[src/rtl/dcp_run_ctrl.sv]
// Run controller: gates the CPU clock for single-step and run-to-breakpoint, owns the breakpoint file.
// Latency: first clk_cpu rise 1 cycle after start; each clk_cpu period is 2*HALF+1 cycles; done 1 cycle after the deciding CHECK.
// Backpressure: none; start is ignored while busy, abort is latched until the next CHECK.
module dcp_run_ctrl #(
    parameter int NUM_BP = 4,
    parameter int HALF   = 2,
    parameter int TMO_W  = 24
) (
    input  logic                      clk,
    input  logic                      rst,
    input  logic                      start,
    input  logic                      mode,
    input  logic                      abort,
    input  logic                      bp_we,
    input  logic [$clog2(NUM_BP)-1:0] bp_idx,
    input  logic [31:0]               bp_addr,
    input  logic                      bp_en,
    input  logic                      bp_clr,
    input  logic                      pc_chk,
    input  logic [31:0]               pc,
    output logic                      clk_cpu,
    output logic                      busy,
    output logic                      done,
    output logic [1:0]                reason,
    output logic [$clog2(NUM_BP)-1:0] hit_idx,
    output logic [TMO_W-1:0]          cyc_cnt
);

    localparam int IDX_W = $clog2(NUM_BP);
    localparam int HW    = (HALF > 1) ? $clog2(HALF) : 1;
    localparam logic [HW-1:0] HLAST = HW'(HALF - 1);

    localparam logic [1:0] RSN_STEP  = 2'b00;
    localparam logic [1:0] RSN_BP    = 2'b01;
    localparam logic [1:0] RSN_ABORT = 2'b10;
    localparam logic [1:0] RSN_TMO   = 2'b11;

    typedef enum logic [2:0] {
        S_IDLE  = 3'd0,
        S_HIGH  = 3'd1,
        S_LOW   = 3'd2,
        S_CHECK = 3'd3,
        S_DONE  = 3'd4
    } state_t;

    state_t             state_q, state_d;
    logic [HW-1:0]      hcnt_q, hcnt_d;
    logic               mode_q, mode_d;
    logic               abort_q, abort_d;
    logic [TMO_W-1:0]   cyc_q, cyc_d;
    logic [1:0]         reason_q, reason_d;
    logic [IDX_W-1:0]   hit_q, hit_d;
    logic               clk_cpu_q, clk_cpu_d;
    logic               busy_q, busy_d;
    logic               done_q, done_d;

    logic [NUM_BP-1:0]  bp_en_q;
    logic [31:0]        bp_addr_q [NUM_BP];

    logic               bp_hit;
    logic [IDX_W-1:0]   bp_hit_idx;
    logic               cyc_sat;

    assign cyc_sat = &cyc_q;

    // Breakpoint file: a clear and a write in the same cycle leave the written slot with the written enable.
    always_ff @(posedge clk or posedge rst) begin
        if (rst) begin
            bp_en_q <= '0;
            for (int i = 0; i < NUM_BP; i++) begin
                bp_addr_q[i] <= '0;
            end
        end else begin
            if (bp_clr) begin
                bp_en_q <= '0;
            end
            if (bp_we) begin
                bp_addr_q[bp_idx] <= bp_addr;
                bp_en_q[bp_idx]   <= bp_en;
            end
        end
    end

    // Breakpoint compare: scan from the top so the lowest matching slot wins.
    always_comb begin
        bp_hit     = 1'b0;
        bp_hit_idx = '0;
        for (int i = NUM_BP - 1; i >= 0; i--) begin
            if (bp_en_q[i] && (bp_addr_q[i] == pc)) begin
                bp_hit     = 1'b1;
                bp_hit_idx = IDX_W'(i);
            end
        end
    end

    // Sequencer next state: clock phases, exit evaluation in CHECK, and registered output values.
    always_comb begin
        state_d  = state_q;
        hcnt_d   = hcnt_q;
        mode_d   = mode_q;
        abort_d  = abort_q;
        cyc_d    = cyc_q;
        reason_d = reason_q;
        hit_d    = hit_q;

        // abort only counts once a run is under way
        if ((state_q != S_IDLE) && abort) begin
            abort_d = 1'b1;
        end

        case (state_q)
            S_IDLE: begin
                if (start) begin
                    mode_d  = mode;
                    abort_d = 1'b0;
                    cyc_d   = TMO_W'(1);
                    hcnt_d  = '0;
                    state_d = S_HIGH;
                end
            end
            S_HIGH: begin
                if (hcnt_q == HLAST) begin
                    hcnt_d  = '0;
                    state_d = S_LOW;
                end else begin
                    hcnt_d = hcnt_q + 1'b1;
                end
            end
            S_LOW: begin
                if (hcnt_q == HLAST) begin
                    hcnt_d  = '0;
                    state_d = S_CHECK;
                end else begin
                    hcnt_d = hcnt_q + 1'b1;
                end
            end
            S_CHECK: begin
                if (abort_q || abort) begin
                    reason_d = RSN_ABORT;
                    state_d  = S_DONE;
                end else if (mode_q && pc_chk && bp_hit) begin
                    reason_d = RSN_BP;
                    hit_d    = bp_hit_idx;
                    state_d  = S_DONE;
                end else if (!mode_q && pc_chk) begin
                    reason_d = RSN_STEP;
                    state_d  = S_DONE;
                end else if (cyc_sat) begin
                    reason_d = RSN_TMO;
                    state_d  = S_DONE;
                end else begin
                    cyc_d   = cyc_q + 1'b1;
                    state_d = S_HIGH;
                end
            end
            S_DONE: begin
                state_d = S_IDLE;
            end
            default: begin
                state_d = S_IDLE;
            end
        endcase

        clk_cpu_d = (state_d == S_HIGH);
        busy_d    = (state_d != S_IDLE);
        done_d    = (state_d == S_DONE);
    end

    // State and output registers; reset drops clk_cpu at once and suppresses done.
    always_ff @(posedge clk or posedge rst) begin
        if (rst) begin
            state_q   <= S_IDLE;
            hcnt_q    <= '0;
            mode_q    <= 1'b0;
            abort_q   <= 1'b0;
            cyc_q     <= '0;
            reason_q  <= RSN_STEP;
            hit_q     <= '0;
            clk_cpu_q <= 1'b0;
            busy_q    <= 1'b0;
            done_q    <= 1'b0;
        end else begin
            state_q   <= state_d;
            hcnt_q    <= hcnt_d;
            mode_q    <= mode_d;
            abort_q   <= abort_d;
            cyc_q     <= cyc_d;
            reason_q  <= reason_d;
            hit_q     <= hit_d;
            clk_cpu_q <= clk_cpu_d;
            busy_q    <= busy_d;
            done_q    <= done_d;
        end
    end

    assign clk_cpu = clk_cpu_q;
    assign busy    = busy_q;
    assign done    = done_q;
    assign reason  = reason_q;
    assign hit_idx = hit_q;
    assign cyc_cnt = cyc_q;

endmodule

[config.mk]
export PLATFORM = sky130hd
export DESIGN_NAME = dcp_run_ctrl
export DESIGN_NICKNAME = d
export VERILOG_FILES = /design/src/rtl/dcp_run_ctrl.sv
export SDC_FILE = /design/constraint.sdc
export NUM_CORES = 1
export LEC_CHECK = 0
export ABC_AREA = 0
export BUFFER_PORTS_ARGS = -buffer_cell sky130_fd_sc_hd__buf_2
export CORE_MARGIN = 4
export CORE_UTILIZATION = 54
export CTS_BUF_LIST = sky130_fd_sc_hd__clkbuf_4
export DETAILED_ROUTE_END_ITERATION = 10
export PLACE_DENSITY = 0.79
export SYNTH_ARGS = -nofsm -noshare
export SYNTH_HDL_FRONTEND = slang
export SYNTH_SLANG_ARGS = --single-unit
[constraint.sdc]
create_clock -name clk -period 5.2 [get_ports clk]
set_clock_uncertainty 0.15 [all_clocks]
set_input_delay 0.26 -clock clk [delete_from_list [all_inputs] [get_ports clk]]
set_output_delay 0.26 -clock clk [all_outputs]
set_load 0.02 [all_outputs]
* Word level (Yosys, flattened, before mapping)
Index checks and enable logic that the tools add are counted.
** Cells by class
- Multiplexer cells :: 40
- Reductions and logical operators :: 25
- $lt $le $gt $ge :: 4
- Eq/ne operators :: 14
- $add $sub $neg :: 2
- Bitwise gates (word level) :: 2
** Operator list (count)
- $bwmux W128 :: 1
- $eq A32 B32 Y1 :: 4
- $mux W24 :: 5
- $demux W32 S2 :: 1
- $pmux W24 S2 :: 1
- $mux W32 :: 1
- $add A24 B1 Y24 const B :: 1
- $reduce_and A24 Y1 :: 1
- $mux W3 :: 7
- $mux W2 :: 8
- $pmux W3 S4 :: 1
- $logic_and A1 B1 Y1 :: 10
- $mux W1 :: 10
- $ne A2 B2 Y1 const B :: 5
- $mux W4 :: 2
- $eq A3 B1 Y1 const B :: 2
- $eq A3 B2 Y1 const B :: 2
- $reduce_and A2 Y1 :: 3
- $reduce_and A6 Y1 :: 1
- $reduce_bool A3 Y1 :: 2
- $bwmux W4 :: 1
- $reduce_bool A2 Y1 :: 2
- $reduce_bool A4 Y1 :: 1
- $eq A3 B3 Y1 const B :: 1
- other kinds (14) :: 14
** Word-level totals
- Logic and storage cells :: 102
- Register bits :: 169
- Output and inout port bits :: 31
- Input bits :: 75

* Logic depth before layout (Yosys ltp)
- Word-level depth :: 11
- Mapped depth :: 11
- Gate-level depth less buffers :: 7

* Worst setup path before layout
Ideal clock, no wire load.
- Kind :: reg2reg
- From :: register bp_addr_q[108] in the netlist's numbering
- To :: register state_q[0]
- Library setup time :: 0.131 ns
- Slack :: 2.707 ns
- Stages on the path, launching flop included :: 9
- Buffers on the path :: 1
- Required time :: 4.919 ns
- Arrival time :: 2.212 ns
- Period minus slack after synthesis :: 2.493 ns
- Cell sequence :: dfrtp_1 xor2_1 nor4_1 nand4_1 or4_4 a41oi_2 buf_6 nor3_2 or3_1
** Between the ends
- Word-level cells in the longest chain between the ends :: 7
** Ends and longest elaborated chain
- from (decl) :: RTL line 58 : logic [31:0] bp_addr_q [NUM_BP];
- from (signal, indexed assignment) :: RTL line 78 : bp_addr_q[bp_idx] <= bp_addr;
- $eq A32 B32 Y1 :: RTL line 89 : if (bp_en_q[i] && (bp_addr_q[i] == pc)) begin
- $logic_and A1 B1 Y1 :: RTL line 89
- $mux W1 :: RTL line 89
- $logic_and A1 B1 Y1 :: RTL line 141 : end else if (mode_q && pc_chk && bp_hit) begin
- $mux W3 :: RTL line 141
- $mux W3 :: RTL line 138 : if (abort_q || abort) begin
- $pmux W3 S4 :: RTL line 111 : case (state_q)
- net state_d[0] :: RTL line 46 : state_t state_q, state_d;
- to (signal assigned) :: RTL line 183 : state_q <= state_d;
- to (decl) :: RTL line 46
The timed path passes the listed nets, and every way through them passes these cells.
A chain may end at the register's enable or synchronous reset.

* Final worst setup path
- From :: register bp_addr_q[119] in the netlist's numbering
- To :: register cyc_q[12], in the netlist cyc_cnt[12]
** Between the ends
- Word-level cells in the longest chain between the ends :: 6
** Ends and longest elaborated chain
- $eq A32 B32 Y1 :: RTL line 89
- $logic_and A1 B1 Y1 :: RTL line 89
- $mux W1 :: RTL line 89
- $logic_and A1 B1 Y1 :: RTL line 141
- $ne A2 B2 Y1 (no source line)
- $reduce_and A6 Y1 (no source line)
- to (signal assigned) :: RTL line 187 : cyc_q <= cyc_d;
- to (decl) :: RTL line 50 : logic [TMO_W-1:0] cyc_q, cyc_d;
Every way passes these cells.

==> summary.md <==
| Metric | Value |
|---|---|
| DP HPWL | between 10000 and 15000 um |
| Syn nets | ~760 |
| Combinational share of power | 0.244 |
| Iteration-0 DRC Markers | just over 400 |
| Core ar. | ~0.015 sq mm |
| PD cells | between 300 and 400 mW/mm^2 |
| Crit path buf inv count | 1 |
| Placement Cell Area | approximately 0.009 sq mm |
| Mapped Cells | 686 |
| Main synth FF type | dfrtp_1 |
| CP Capture Type | flip-flop |
| Clock Path Buffers | 2 |
| Worst-path cell chain | xor2_1, nor4_1, nand4_1, or4_4, a41oi_4, buf_4, o31ai_1, a21oi_1 |
| RSZ-0062 raised after global routing | no |
| Syn Std Cell Area | 0.008404 sq mm |
| Final Hold Viols | 0 |
| Crit-path leading delay family | simple AND/OR/NAND/NOR gates |
| Synth warn | 0 |
| Largest net degree at the start of global routing | approximately 110 |
| Share of layout cells above drive strength 1 | 0.3433 |
| Fmax | 288.1 MHz |
| Core Rows | 45 |
| Worst-Margin Slew | roughly 1.3 ns |
| Seq/Total Area, Yosys | 0.5032 |
| Die ar. | ~0.018 sq mm |
| Hold WS | 0.2441 ns |
| CP Data Required Time | roughly 5.5 ns |
| Slew HR | 0.1434 |
| Htree depth | 4 |
| Mean Syn Cell Area | 12.25 sq um |
| Fin crit share | 0.6675 |
| Width of the die | 132.8 um |
| Port buffer count | roughly 110 |
| Register share of total power | 0.532 |
| Switching portion of total power | 0.3205 |
| Clock Power Share | 0.224 |
| Crit path time final | between 3 and 4 ns |
| Worst setup SP type | flip-flop |
| Final ANT Viol Nets | 0 |
| # DRC | 0 |
| GR Util All Layers | 0.2389 |
| Leak pwr | ~4.2 nW |
| Layout Utilization | 0.6411 |
| Effective utilization at floorplan | 0.5528 |
| Routed vias/inst | 5.847 |
| Multi-input logic area | approximately 0.004 sq mm |
| Top post-synthesis cells by area | dfrtp_1 50%, mux2_2 17%, xor2_1 12% |
| Setup violators final | 0 |
| Clock-pin slew of the registers on the worst-case setup and hold paths | about 0.13 ns |
| Max VDD drop | approximately 0.23 mV |
| EDFF count, synth | 0 |
| Ports | about 110 |
| Area growth syn-to-layout | 15.96% |
| GPL Wtd Cong | ~0.86 |
| CTS tree | done |
| Distinct cells, synth | 42 |
| Final Cell Area | roughly 0.0097 sq mm |
| Critical Path AT | about 3.8 ns |
| Post-synth top area share | 0.5032 |
| Sw Pwr | between 1 and 1.5 mW |
| Slew Limit Fails | 0 |
| Global-route wire length before repair | roughly 33000 um |
| Hold Crit Class | in -> reg |
| Clock latency on the worst-skew pair | between 0.5 and 0.6 ns |
| Synth Register Bits | around 170 |
| Clock buffer count from CTS | 17 |
| Final #Nets | approximately 900 |
| Initial antenna violation count | 3 |
| Clk sinks | about 170 |
| Status | complete, no violations |
| Pre-antenna DRT Iters | 4 |
| Die height | 132.8 um |
| Vias in the first global route | approximately 6k |
| Crit Path Category | reg -> reg |
| Post-CTS setup buffer count | 0 |
| MaxCap Viol Count | 0 |
| Root buffer cell | clkbuf_4 |
| Routed wire length | around 20000 um |
| CP max stage delay | between 0.7 and 0.8 ns |
| FILL cells | 1175 |
| Asr flop ratio synth | 1.000 |
| Crit-path slowest cell | a41oi_4 |
| Power Internal | approximately 2.2 mW |
| Routed WL per cell | 19.91 um |
| Vias | roughly 6k |
| CP max FO | 30 |
| Register Area | around 0.0042 sq mm |
| Leading area contributor after synthesis | dfrtp_1 |
| Global route total overflow | 0 |
| Setup TNS Final | 0 ns |
[cells in the mapped netlist, types with 2 or more instances]
cell type  number
nand3b_1        5
clkbuf_1       23
or2_2           2
xor2_1        116
or4b_1          3
buf_6           2
or4_4           2
and4_1          3
xnor2_1        13
o21ai_0         8
a21oi_2        14
o31ai_1        17
and3_1          2
a21oi_1        11
or4_1          17
inv_1           8
dfrtp_1       169
nand2_1        23
nor3_1         15
and2_1          5
nor2_1         10
mux2_2        129
o21a_1          2
o41ai_1         3
mux2i_1         4
nand2b_1        6
or3_1           5
nand3_1        15
nor4_1         26
nand4_1        15
buf_2           2
[metal layers]
layer	wire, um	track usage
met1	8816	0.3117
met2	9877	0.3832
met3	1368	0.07262
met4	412	0.08025
met5	13	0
[worst min-delay path: stages]
cell      delay [ns]
buf_2           0.15
xnor2_1         0.08
nand4_1         0.08
or4_4           0.16
nand2b_1        0.06
nand2_1         0.07
a21oi_1         0.07
[worst paths after layout]
| path | startpoint | to | slack, ns | cells after the start |
|---|---|---|---|---|
| worst max-delay path | bp_addr_q[119]$_DFFE_PP0P_ | cyc_cnt[12]$_DFFE_PP0P_ | 1.73 | 8 |
| worst max register to register | bp_addr_q[119]$_DFFE_PP0P_ | cyc_cnt[12]$_DFFE_PP0P_ | 1.73 | 8 |
| worst min-delay path | pc[13] | hit_idx[0]$_DFFE_PP0P_ | 0.24 | 7 |
| min in group asynchronous | rst | bp_addr_q[84]$_DFFE_PP0P_ | 0.30 | 3 |
| max in group asynchronous | rst | bp_en_q[2]$_DFF_PP0_ | 3.23 | 4 |
| worst min register to register | bp_addr_q[67]$_DFFE_PP0P_ | bp_addr_q[67]$_DFFE_PP0P_ | 0.39 | 1 |
[repair_timing]
action                    CTS  global route
hold buffers               41             0
resized for setup           0             0
hold endpoints to repair  248             0
[kinds of logic after synthesis]
group,synth area share
buf+inv,0.02248
xor+xnor,0.1344
simple gates,0.1103
compound gates,0.05047
flops,0.5032
mux,0.1776
fa+ha+maj,0.001489
[flip-flops by register name, summed over array words and instances (netlist names)]
register and flops:
bp_addr_q 128, hcnt_q 1, busy 1, bp_en_q 4, cyc_cnt 24, state_q 3
clk_cpu 1, mode_q 1, done 1, abort_q 1, hit_idx 2, reason 2
[final cells by class]
| type | instances | area share |
|---|---|---|
| Clock inverter | 15 | 0.01361 |
| Tap cell | 188 | 0.02414 |
| Inverter | 8 | 0.003595 |
| Multi-Input combinational cell | 479 | 0.4112 |
| Clock buffer | 17 | 0.01310 |
| Antenna cell | 2 | 0.0005135 |
| Sequential cell | 169 | 0.4339 |
| Timing Repair Buffer | 151 | 0.09988 |
[metrics by stage]
stage                     total power, mW  setup WS (ns)  std cells
after detailed placement            2.496          1.783        954
after global routing                3.399          1.482       1029
after CTS                           3.243          1.773       1027
final                               3.230          1.729       1029
after global placement              2.450          1.846        954
after floorplan                     2.239         0.2149        686
[power by group through the flow]
stage / logic [mW] / registers [mW] / clock network [mW]
after floorplan: 0.530 / 1.71 / 0
after global placement: 0.730 / 1.72 / 0
after detailed placement: 0.753 / 1.74 / 0
after CTS: 0.789 / 1.72 / 0.738
after global routing: 0.861 / 1.75 / 0.792
final: 0.790 / 1.72 / 0.723
[placed cells by master, fill, tap and decap left out, types with 7 or more instances in the layout]
master	count
a21oi_1	11
a21oi_2	14
buf_2	105
clkbuf_4	17
dfrtp_1	169
dlygate4sd3_1	41
inv_1	7
mux2_2	129
nand2_1	23
nand3_1	14
nand4_1	15
nor2_1	10
nor3_1	15
nor4_1	26
o21ai_0	8
o31ai_1	17
or4_1	17
xnor2_1	13
xor2_1	116
(Power assumes the default switching activity.)
